`src/rtl/display_frame_receiver_pkg.sv`:
```
`default_nettype none
// ============================================================================
// display_frame_receiver_pkg : shared frame constants, state codes, helpers
// Rev 1.0
// ============================================================================
package display_frame_receiver_pkg;

    localparam int DEF_DIGITS         = 6;
    localparam int DEF_BITS_PER_DIGIT = 8;
    localparam int DEF_FRAME_BITS     = DEF_DIGITS * DEF_BITS_PER_DIGIT;

    localparam int                 CNT_W   = 6;
    localparam logic [CNT_W-1:0]   CNT_MAX = '1;

    localparam int                 STATE_W   = 1;
    localparam logic [STATE_W-1:0] WAIT_SYNC = 1'b0;
    localparam logic [STATE_W-1:0] RECEIVE   = 1'b1;

    function automatic logic [CNT_W-1:0] sat_inc(input logic [CNT_W-1:0] v);
        return (v == CNT_MAX) ? v : v + CNT_W'(1);
    endfunction

endpackage
`default_nettype wire

```
`src/rtl/display_frame_receiver_if.sv`:
```
`default_nettype none
// ============================================================================
// display_frame_receiver_if : serial display link (data, shift clock, latch)
// Rev 1.0
// ============================================================================
interface display_frame_receiver_if;
    logic serial_in;
    logic ext_clk;
    logic ext_latch;

    modport master (output serial_in, output ext_clk, output ext_latch);
    modport slave  (input  serial_in, input  ext_clk, input  ext_latch);
endinterface
`default_nettype wire

```
`src/rtl/display_frame_receiver_rise_detect.sv`:
```
`default_nettype none
// ============================================================================
// rise_detect : free-running 1-bit delay register with rising-edge output
// Rev 1.0
// ============================================================================
module rise_detect (
    input  wire logic clk,
    input  wire logic reset,
    input  wire logic d_i,
    output logic      rise_o
);
    logic d_q;

    always_ff @(posedge clk) begin
        if (reset) d_q <= 1'b0;
        else       d_q <= d_i;
    end

    assign rise_o = d_i & ~d_q;
endmodule
`default_nettype wire

```
`src/rtl/display_frame_receiver.sv`:
```
`default_nettype none
// ============================================================================
// display_frame_receiver : deserializes the display stream into digit bytes
// Rev 1.0
// ============================================================================
module display_frame_receiver
    import display_frame_receiver_pkg::*;
#(
    parameter int DIGITS         = DEF_DIGITS,
    parameter int BITS_PER_DIGIT = DEF_BITS_PER_DIGIT
) (
    input  wire logic                               clk,
    input  wire logic                               reset,
    input  wire logic                               en,
    display_frame_receiver_if.slave                 link,
    output logic [DIGITS*BITS_PER_DIGIT-1:0]        frame_data,
    output logic                                    frame_valid,
    output logic                                    frame_error,
    output logic [7:0]                              frame_count,
    output logic                                    synced
);
    localparam int               FRAME_BITS = DIGITS * BITS_PER_DIGIT;
    localparam logic [CNT_W-1:0] FRAME_CNT  = CNT_W'(FRAME_BITS);

    logic clk_rise;
    logic latch_rise;

    // Edge registers run even while disabled so re-enabling never fakes an edge.
    rise_detect u_clk_rise (
        .clk    (clk),
        .reset  (reset),
        .d_i    (link.ext_clk),
        .rise_o (clk_rise)
    );

    rise_detect u_latch_rise (
        .clk    (clk),
        .reset  (reset),
        .d_i    (link.ext_latch),
        .rise_o (latch_rise)
    );

    logic [STATE_W-1:0]    state_q,       state_d;
    logic [FRAME_BITS-1:0] shift_q,       shift_d;
    logic [CNT_W-1:0]      cnt_q,         cnt_d;
    logic [FRAME_BITS-1:0] frame_data_q,  frame_data_d;
    logic                  frame_valid_q, frame_valid_d;
    logic                  frame_error_q, frame_error_d;
    logic [7:0]            frame_count_q, frame_count_d;
    logic                  synced_q,      synced_d;

    always_comb begin
        state_d       = state_q;
        shift_d       = shift_q;
        cnt_d         = cnt_q;
        frame_data_d  = frame_data_q;
        frame_valid_d = 1'b0;
        frame_error_d = frame_error_q;
        frame_count_d = frame_count_q;
        synced_d      = synced_q;

        if (en) begin
            if (clk_rise) begin
                shift_d = {shift_q[FRAME_BITS-2:0], link.serial_in};
                cnt_d   = sat_inc(cnt_q);
            end
            // A bit shifted this cycle is already in shift_d/cnt_d when publishing.
            if (latch_rise) begin
                case (state_q)
                    WAIT_SYNC: begin
                        shift_d  = '0;
                        cnt_d    = '0;
                        synced_d = 1'b1;
                        state_d  = RECEIVE;
                    end
                    default: begin
                        frame_data_d  = shift_d;
                        frame_error_d = (cnt_d != FRAME_CNT);
                        frame_valid_d = 1'b1;
                        frame_count_d = frame_count_q + 8'd1;
                        cnt_d         = '0;
                    end
                endcase
            end
        end
    end

    always_ff @(posedge clk) begin
        if (reset) begin
            state_q       <= WAIT_SYNC;
            shift_q       <= '0;
            cnt_q         <= '0;
            frame_data_q  <= '0;
            frame_valid_q <= 1'b0;
            frame_error_q <= 1'b0;
            frame_count_q <= 8'd0;
            synced_q      <= 1'b0;
        end else begin
            state_q       <= state_d;
            shift_q       <= shift_d;
            cnt_q         <= cnt_d;
            frame_data_q  <= frame_data_d;
            frame_valid_q <= frame_valid_d;
            frame_error_q <= frame_error_d;
            frame_count_q <= frame_count_d;
            synced_q      <= synced_d;
        end
    end

    assign frame_data  = frame_data_q;
    assign frame_valid = frame_valid_q;
    assign frame_error = frame_error_q;
    assign frame_count = frame_count_q;
    assign synced      = synced_q;
endmodule
`default_nettype wire

```
`src/flat_wrapper.sv`:
```
// flat-port wrapper written by rule: the top's interface ports become plain ports
module display_frame_receiver_flat import display_frame_receiver_pkg::*;
#(
    parameter int DIGITS         = DEF_DIGITS,
    parameter int BITS_PER_DIGIT = DEF_BITS_PER_DIGIT
)
  (clk, reset, en, frame_data, frame_valid, frame_error, frame_count, synced, link_serial_in, link_ext_clk, link_ext_latch);
  display_frame_receiver_if link_i ();
  input  wire logic clk;
  input  wire logic reset;
  input  wire logic en;
  output logic [DIGITS*BITS_PER_DIGIT-1:0] frame_data;
  output logic frame_valid;
  output logic frame_error;
  output logic [7:0] frame_count;
  output logic synced;
  input wire logic [$bits(link_i.serial_in)-1:0] link_serial_in;
  input wire logic [$bits(link_i.ext_clk)-1:0] link_ext_clk;
  input wire logic [$bits(link_i.ext_latch)-1:0] link_ext_latch;
  assign link_i.serial_in = link_serial_in;
  assign link_i.ext_clk = link_ext_clk;
  assign link_i.ext_latch = link_ext_latch;
  display_frame_receiver #(.DIGITS(DIGITS), .BITS_PER_DIGIT(BITS_PER_DIGIT)) u_core (.clk(clk), .reset(reset), .en(en), .link(link_i), .frame_data(frame_data), .frame_valid(frame_valid), .frame_error(frame_error), .frame_count(frame_count), .synced(synced));
endmodule
```
`config.mk`:
```
export PLATFORM = sky130hd
export DESIGN_NAME = display_frame_receiver_flat
export DESIGN_NICKNAME = d
export VERILOG_FILES = /design/src/rtl/display_frame_receiver_pkg.sv /design/src/rtl/display_frame_receiver_if.sv /design/src/rtl/display_frame_receiver_rise_detect.sv /design/src/rtl/display_frame_receiver.sv /design/src/flat_wrapper.sv
export SDC_FILE = /design/constraint.sdc
export NUM_CORES = 1
export LEC_CHECK = 0
export BUFFER_PORTS_ARGS = -buffer_cell sky130_fd_sc_hd__buf_4
export CAP_MARGIN = 20
export CORE_UTILIZATION = 30
export CTS_CLUSTER_SIZE = 30
export DETAILED_ROUTE_END_ITERATION = 6
export GPL_ROUTABILITY_DRIVEN = 0
export PLACE_DENSITY = 0.55
export RECOVER_POWER = 50
export SLEW_MARGIN = 25
export SYNTH_ARGS = -nofsm -noshare
export SYNTH_HDL_FRONTEND = slang
export SYNTH_SLANG_ARGS = --single-unit
```
`constraint.sdc`:
```
create_clock -name clk -period 1.7 [get_ports clk]
set_input_delay 0 -clock clk [delete_from_list [all_inputs] [get_ports clk]]
set_output_delay 0 -clock clk [all_outputs]
set_load 0.02 [all_outputs]
```
=== Word level (Yosys, flattened, before mapping) ===
Index checks and enable logic that the tools add are counted.

* Add/subtract/negate cells: 2
* Multiply operators: 0
* Divide/modulo/power cells: 0
* $lt $le $gt $ge: 0
* Equal/unequal tests: 2
* Shift operators: 0
* Muxes and demuxes: 8
* Bitwise logic cells: 7
* Reduce and logical (&&, ||, !) cells: 4

{| class="wikitable"
|+ Operators with widths
! operator !! number
|-
| 2-to-1 mux 48 bit || 3
|-
| 2-to-1 mux 6 bit || 4
|-
| adder 8 x 1 -> 8 bit (second input constant) || 1
|-
| adder 6 x 1 -> 6 bit (second input constant) || 1
|-
| equality test 6 bit (second input constant) || 1
|-
| inequality test 6 bit (second input constant) || 1
|-
| AND reduction 3 bit || 2
|-
| NOT 1 bit || 5
|-
| OR reduction 3 bit || 1
|-
| bitwise AND 1 bit || 2
|-
| AND reduction 2 bit || 1
|-
| 2-to-1 mux 1 bit || 1
|}

* Bits in registers: 116
* Latch bits: 0
* Memory bits (writable): 0
* Bits in read-only memories: 0
* Input bits: 6
* Output and inout bits: 59
* Word-level logic and storage cells: 33
* Memories: 0

=== Logic depth before layout (Yosys ltp) ===
Gate-level depths: netlist of the first run.

* Word-level depth: 5
* Mapped depth: 7
* Mapped depth without buffers: 6

=== By module ===
A second synthesis of the first run with hierarchy kept.

* Cells, all modules: 497
* Area total of the unflattened synthesis: 4,862.2 µm²

{| class="wikitable"
|+ Modules (own cells, without submodules)
! module !! times used !! cells each !! area each (µm²) !! seq. area each (µm²)
|-
| display_frame_receiver || 1 || 491 || 4,767.1 || 2,282.2
|-
| rise_detect || 2 || 3 || 47.5 || 20.0
|}

=== Least setup slack after synthesis of the first run ===
Ideal clock, no wire load.

* Kind: reg2reg
* Start point: register u_core.cnt_q[0]
* End point: register u_core.frame_error_q, in the netlist u_core.frame_error
* Setup time: 0.120 ns
* Data arrival time: 1.326 ns
* Required time: 1.580 ns
* Slack: 0.255 ns
* Cell stages (with the launch flop): 6
* Buffers on the path: 0
* Period minus slack after synthesis: 1.445 ns
* Cells stage by stage: dfxtp_1 -> ha_1 -> a41o_1 -> o31a_1 -> o211ai_1 -> o31a_1

* Cells in the longest elaborated chain, start to end: 5
* Elaborated cells on any way between the ends: 6
* Those cells by class: add/sub: 1; eq/ne: 2; mux: 3

{| class="wikitable"
|+ RTL lines
! item !! RTL line !! RTL
|-
| from (decl) || display_frame_receiver.sv:45 || <nowiki>logic [CNT_W-1:0] cnt_q, cnt_d;</nowiki>
|-
| from (signal assigned) || display_frame_receiver.sv:101 || <nowiki>cnt_q <= cnt_d;</nowiki>
|-
| adder 6 x 1 -> 6 bit or equality test 6 bit (tied branches) || display_frame_receiver_pkg.sv:20 || <nowiki>return (v == CNT_MAX) ? v : v + CNT_W'(1);</nowiki>
|-
| 2-to-1 mux 6 bit || display_frame_receiver_pkg.sv:20 ||
|-
| 2-to-1 mux 6 bit * || display_frame_receiver.sv:63 || <nowiki>if (clk_rise) begin</nowiki>
|-
| 2-to-1 mux 6 bit * || display_frame_receiver.sv:62 || <nowiki>if (en) begin</nowiki>
|-
| inequality test 6 bit * || display_frame_receiver.sv:78 || <nowiki>frame_error_d = (cnt_d != FRAME_CNT);</nowiki>
|-
| to (signal assigned) || display_frame_receiver.sv:104 || <nowiki>frame_error_q <= frame_error_d;</nowiki>
|-
| to (decl) || display_frame_receiver.sv:48 || <nowiki>logic frame_error_q, frame_error_d;</nowiki>
|}

Mark *: on every way between the ends. The rest lies on a longest branch, timed or not. The select of a mux whose other input is x is not followed.
A chain may end at the register's enable or synchronous reset.

=== Worst setup path in the final report of the first run ===
Ends and elaborated chain as after synthesis.

==> flow_summary.yaml, run 1 <==
run_status:
  outcome: "complete, no violations"
setup_path:
  cp.arrival_ns: 1.92
  cp_max_fo: 6
  cp_common_cell: "o31a_1"
  critPathMaxStageDelay_ns: 0.43
  critical_path_required_ns: 2.01
  regToRegStartpoint: "u_core.cnt_q[0]"
  r2r-end: "u_core.frame_error"
  end_kind: "flop"
  path_cells: "ha_1 -> a41o_1 -> o31a_1 -> o211ai_1 -> o31a_1"
  path_class: "flop to flop"
  cpLargestDelayFamily: "compound AO/OA/AOI/OAI gates"
  cp_slowest_cell: "dfxtp_1"
  critPathBufInv: 0
  worst_setup_path_start_kind: "flop"
  reg2reg_setup_slack_ns: 0.09
  worstRegToRegCells: 5
synth:
  synth_cell_types: 42
  synth_area_sq_mm: 0.00470
  ys_warn_count: 0
  syn-instance-count: 539
  ys_ff_latch: 116
  syn_nets: 547
  synth.area.top_cells: "dfxtp_1 (49%), nor2_1 (9.2%), nand2_1 (8.1%), a22oi_1 (7.8%), a311oi_1 (7.1%)"
  yosysTopAreaCell: "dfxtp_1"
  synth.avg_cell_area_sq_um: 8.71
  synth_flop_cell: "dfxtp_1"
  synth_edf_count: 0
  synthArstFlopShare_pct: 0
  synth_top_area_share_pct: 49.4
  yosysSeqAreaShare_pct: 49.4
clock_tree:
  clkLatencyLatePin_ns: 0.42
  clkSinkCount: 116
  cts-htree-levels: 4
  cts_tree: "built"
  cts_buffers: 17
  clock_path_buffers: 2
  path_clk_slew_ns: 0.05
  ctsResizeCount: 0
  root_buffer: "clkbuf_16"
timing:
  setup_viol_count_final: 0
  worstMarginPinSlew_ns: 0.497
  fin_tns_setup_ns: 0
  hold_viol_final: 0
  fmax_mhz: 621
  period_needed_ns: 1.61
  maxSlewViolCount: 0
  fin_crit_sh_pct: 94.7
  hold_slack_ns: 0.0325
  max-slew-margin-rel_pct: 66.8
  finalClockSkew_ns: 0.0164
  setup_ws_ns: 0.0899
  rsz0062_at_grt: "false"
hold_path:
  worstHoldPathType: "primary input to flop"
  hold_start: "reset"
  whs_path_depth: 2
  whs_endpoint: "u_core.shift_q[8]"
routing:
  drt-total-wl_microns: 10900
  wl_per_cell_microns: 13.4
  drt_drc_violations_left: 0
  drt_iter0_markers: 299
  vias: 3993
  routed_via_density: 4.91
  first_pass_iters: 5
  ant_nets: 0
layout:
  multiInputGateArea_sq_mm: 0.00213
  mostFrequentLayoutCell: "dfxtp_1"
  drive_above_1_share_pct: 10.3
  final_nets: 598
  layout_common_cells: "dfxtp_1 (116), nor2_1 (115), nand2_1 (101), clkbuf_1 (63), a22oi_1 (49)"
  n_fill_cell: 1564
  area_delta_synth_final_pct: 24.4
  ff_latch_area_sq_mm: 0.00232
  num_antenna_cells: 0
global_routing:
  grt_max_degree: 54
  grt_pass1_wl_microns: 18400
  grt_use_total_pct: 14.4
  overflow: 0
  grt_pass1_vias: 3690
  antenna_found_initial: 0
placement:
  place.port_buffers: 64
  dp_slack_ns: 0.130
  dp_hpwl_microns: 6860
floorplan:
  initial_core_util_pct: 30.8
  dieArea_sq_mm: 0.0162
  die_h_microns: 127
  core_area_sq_mm: 0.0153
  core.rowCount: 45
  die_w_microns: 127
  top_level_ports: 65
power_and_ir_drop:
  vdd_drop_max_mv: 0.662
  power_density_mw_per_mm2: 1230
  p_leak_uw: 0.00185
flow_run:
  cap_violations: 0
==> worst register-to-register path, stage by stage (launching register included) <==
cell,delay (ns)
dfxtp_1,0.43
ha_1,0.33
a41o_1,0.21
o31a_1,0.15
o211ai_1,0.09
o31a_1,0.29
==> power by group <==
group	switching [uW]	leakage (uW)	total [uW]	internal [uW]
registers	25.6	0.000937	2790	2760
clock network	1220	0.000330	4010	2790
logic	267	0.000584	381	113
total	1510	0.00185	7180	5670
==> what timing repair did <==
action / CTS / global route
setup endpoints to repair: 0 / 0
hold buffers: 4 / 0
endpoints found under the hold margin: 9 / 0
setup buffers: 0 / 0
==> cell families after synthesis <==
family                     count (synthesis)  share of synthesized area [%]
muxes                                      2                          0.426
and+or+nand+nor                          240                           20.8
DFF                                      116                           49.4
adders and majority gates                  2                          0.533
buffers and inverters                     49                           5.67
xor gates and xnor gates                   7                           1.31
AOI/OAI and AO/OA                        123                           21.8
==> stage by stage <==
| step | std cells | total power, uW | cell area [sq um] | utilization [%] |
|---|---|---|---|---|
| finish | 814 | 7180 | 5840 | 38.3 |
| detailed placement | 778 | 3250 | 5370 | 35.2 |
| global placement | 778 | 3240 | 5370 | 35.2 |
| global route | 814 | 7450 | 5840 | 38.3 |
| CTS | 814 | 7280 | 6080 | 39.8 |
| floorplan | 539 | 3110 | 4700 | - |
==> routing by layer <==
metal / global-route usage, % / wire (microns)
met2: 22.0 / 4960
met1: 18.7 / 5250
met5: 0 / 0
met3: 4.90 / 590
met4: 5.53 / 104
==> Yosys cell counts (3+ instances only) <==
cell / number
dfxtp_1: 116
nor2_1: 115
nand2_1: 101
a22oi_1: 49
a311oi_1: 38
buf_2: 18
clkbuf_1: 18
a311oi_2: 10
a21oi_1: 8
buf_6: 6
xor2_1: 5
buf_4: 4
nor2b_1: 4
nor3_1: 4
a31oi_1: 3
nand3_1: 3
o21ai_0: 3
==> area by class of cell <==
cell class              instances  share of cell area [%]
inverters                       1                  0.0642
well taps                     211                    4.52
clock buffers                  24                    8.59
repair buffers                 80                    7.82
clock inverters                 8                    2.89
multi-input cells             374                    36.4
flip-flops and latches        116                    39.7
==> sequential cells by signal (all words and copies together) (netlist names) <==
| signal | cells |
|---|---|
| u_core.cnt_q | 6 |
| u_core.frame_error | 1 |
| u_core.u_latch_rise.d_q | 1 |
| u_core.frame_valid | 1 |
| u_core.frame_data | 48 |
| u_core.state_q | 1 |
| u_core.synced | 1 |
| u_core.u_clk_rise.d_q | 1 |
| u_core.shift_q | 48 |
| u_core.frame_count | 8 |
==> worst max path at each step <==
stage,slack [ns],to,from,cells after the start
2_1_floorplan,0.25,u_core.frame_error,u_core.cnt_q[0],5
5_1_grt,0.03,u_core.cnt_q[4],u_core.cnt_q[0],5
3_5_place_dp,0.13,u_core.frame_error,u_core.cnt_q[0],5
6_report,0.09,u_core.frame_error,u_core.cnt_q[0],5
3_3_place_gp,0.18,u_core.frame_error,u_core.cnt_q[0],5
4_1_cts,0.13,u_core.frame_error,u_core.cnt_q[0],5
(Power assumes the default switching activity.)
==> inputs of run 2 (changes only) <==
CTS_BUF_LIST = sky130_fd_sc_hd__clkbuf_8   (was not set)
==> run 2 against run 1 <==
  * Fmax up 1.1%
  * Power down 14%
  * Global-route usage down 0.26 points
  * Clock skew down 0.0077 ns
  * Routed wire length down 0.42%
  * Via count up 0.55%
  * Clock power down 25%
  * Combinational power about the same
  * Largest power group unchanged
  * Highest routed layer unchanged
==> flow_summary.yaml, run 2 (synthesis results as in run 1) <==
routing:
  drt-total-wl_microns: 10900
  vias: 4015
  wl_per_cell_microns: 13.3
  drt_iter0_markers: 332
  routed_via_density: 4.93
  met2_length_microns: 4960
  first_pass_iters: 5
  topRoutingLayerUsed: "met4"
  wl_met1_microns: 5240
  drt_drc_violations_left: 0
  dr_wl_met3_microns: 589
  ant_nets: 0
setup_path:
  end_kind: "flop"
  worst_setup_path_start_kind: "flop"
  critical_path_required_ns: 2.02
  r2r-end: "u_core.frame_error"
  critPathBufInv: 0
  cp_slowest_cell: "dfxtp_1"
  reg2reg_setup_slack_ns: 0.11
  worstRegToRegCells: 5
  critPathMaxStageDelay_ns: 0.43
  path_class: "flop to flop"
  cp_common_cell: "o31a_1"
  path_cells: "ha_1 -> a41o_1 -> o31a_1 -> o211ai_1 -> o31a_1"
  cp_max_fo: 6
  regToRegStartpoint: "u_core.cnt_q[0]"
  cpLargestDelayFamily: "compound AO/OA/AOI/OAI gates"
  cp.arrival_ns: 1.91
floorplan:
  die_h_microns: 127
  dieArea_sq_mm: 0.0162
  top_level_ports: 65
  die_w_microns: 127
  core.rowCount: 45
  initial_core_util_pct: 30.8
  core_area_sq_mm: 0.0153
timing:
  setup_viol_count_final: 0
  worstMarginPinSlew_ns: 0.578
  fmax_mhz: 628
  maxSlewViolCount: 0
  hold_viol_final: 0
  period_needed_ns: 1.59
  rsz0062_at_grt: "false"
  fin_crit_sh_pct: 93.6
  max-slew-margin-rel_pct: 61.5
  finalClockSkew_ns: 0.00869
  fin_tns_setup_ns: 0
clock_tree:
  path_clk_slew_ns: 0.07
  clkSinkCount: 116
  clkLatencyLatePin_ns: 0.42
  cts_buffers: 17
  ctsResizeCount: 0
  cts_tree: "built"
  clock_path_buffers: 2
  root_buffer: "clkbuf_8"
  cts-htree-levels: 4
run_status:
  outcome: "complete, no violations"
flow_run:
  cap_violations: 0
hold_path:
  hold_start: "link_ext_clk"
  whs_path_depth: 3
  worstHoldPathType: "primary input to flop"
  whs_endpoint: "u_core.u_clk_rise.d_q"
layout:
  area_delta_synth_final_pct: 20.4
  n_fill_cell: 1580
  drive_above_1_share_pct: 10.6
  mostFrequentLayoutCell: "dfxtp_1"
  num_antenna_cells: 0
  final_nets: 599
  layout_common_cells: "dfxtp_1 (116), nor2_1 (115), nand2_1 (101), clkbuf_1 (59), a22oi_1 (49)"
power_and_ir_drop:
  p_leak_uw: 0.00178
  power_uw: 6180
  power_density_mw_per_mm2: 1090
  vdd_drop_max_mv: 0.697
global_routing:
  grt_use_total_pct: 14.1
  grt_max_degree: 54
  antenna_found_initial: 0
  grt_pass1_wl_microns: 18300
  grt_pass1_vias: 3677
  overflow: 0
placement:
  dp_hpwl_microns: 6860
  place.port_buffers: 64
==> run 2: changes by cell type in the layout (fill, tap and decap cells not counted), sizes merged <==
| cell | delta |
|---|---|
| buf | +1 |
| clkbuf | -3 |
| dlygate4sd3 | +1 |
| inv | +2 |
==> run 2: timing repair <==
item	CTS	global route
buffers inserted	0	0
hold buffers	5	0
endpoints found under the hold margin	13	0
==> run 2: final cells by class <==
class	count	area (sq um)	area share [%]
clock buffers	22	303	5.36
clock inverters	10	176	3.12
inverters	1	3.75	0.0664
multi-input cells	374	2130	37.6
flip-flops and latches	116	2320	41.1
well taps	211	264	4.67
repair buffers	81	459	8.12
==> run 2: layer usage <==
| layer | track usage [%] | up-vias |
|---|---|---|
| li1 | - | 2003 |
| met1 | 18.6 | 1900 |
| met2 | 22.0 | 108 |
| met3 | 4.48 | 4 |
| met4 | 4.41 | 0 |
| met5 | 0 | - |
==> run 2: through the flow <==
| step | cell area, sq um | utilization, % | setup slack [ns] | hold WS, ns | cells |
|---|---|---|---|---|---|
| floorplan | 4700 | - | 0.255 | 0.128 | 539 |
| global placement | 5370 | 35.2 | 0.184 | 0.236 | 778 |
| detailed placement | 5370 | 35.2 | 0.130 | 0.239 | 778 |
| CTS | 5900 | 38.6 | 0.132 | 0.337 | 815 |
| global route | 5650 | 37.1 | 0.0211 | 0.361 | 815 |
| finish | 5650 | 37.1 | 0.108 | 0.362 | 815 |
==> run 2: power breakdown <==
group          leakage (uW)  switching [uW]  internal, uW
combinational      0.000590             266           113
clock              0.000251            1090          1930
sequential         0.000937            25.7          2760
total               0.00178            1380          4800
==> run 2: worst min-delay path, delay by kind of cell <==
family / cells / cell delay [ns]
buffers and inverters: 2 / 0.64
AND/OR/NAND/NOR: 1 / 0.11
==> run 2: how the worst max path moves through the flow <==
| stage | slack, ns | endpoint | cells after the start | startpoint |
|---|---|---|---|---|
| 2_1_floorplan | 0.25 | u_core.frame_error | 5 | u_core.cnt_q[0] |
| 3_3_place_gp | 0.18 | u_core.frame_error | 5 | u_core.cnt_q[0] |
| 3_5_place_dp | 0.13 | u_core.frame_error | 5 | u_core.cnt_q[0] |
| 4_1_cts | 0.13 | u_core.frame_error | 5 | u_core.cnt_q[0] |
| 5_1_grt | 0.02 | u_core.cnt_q[4] | 5 | u_core.cnt_q[0] |
| 6_report | 0.11 | u_core.frame_error | 5 | u_core.cnt_q[0] |
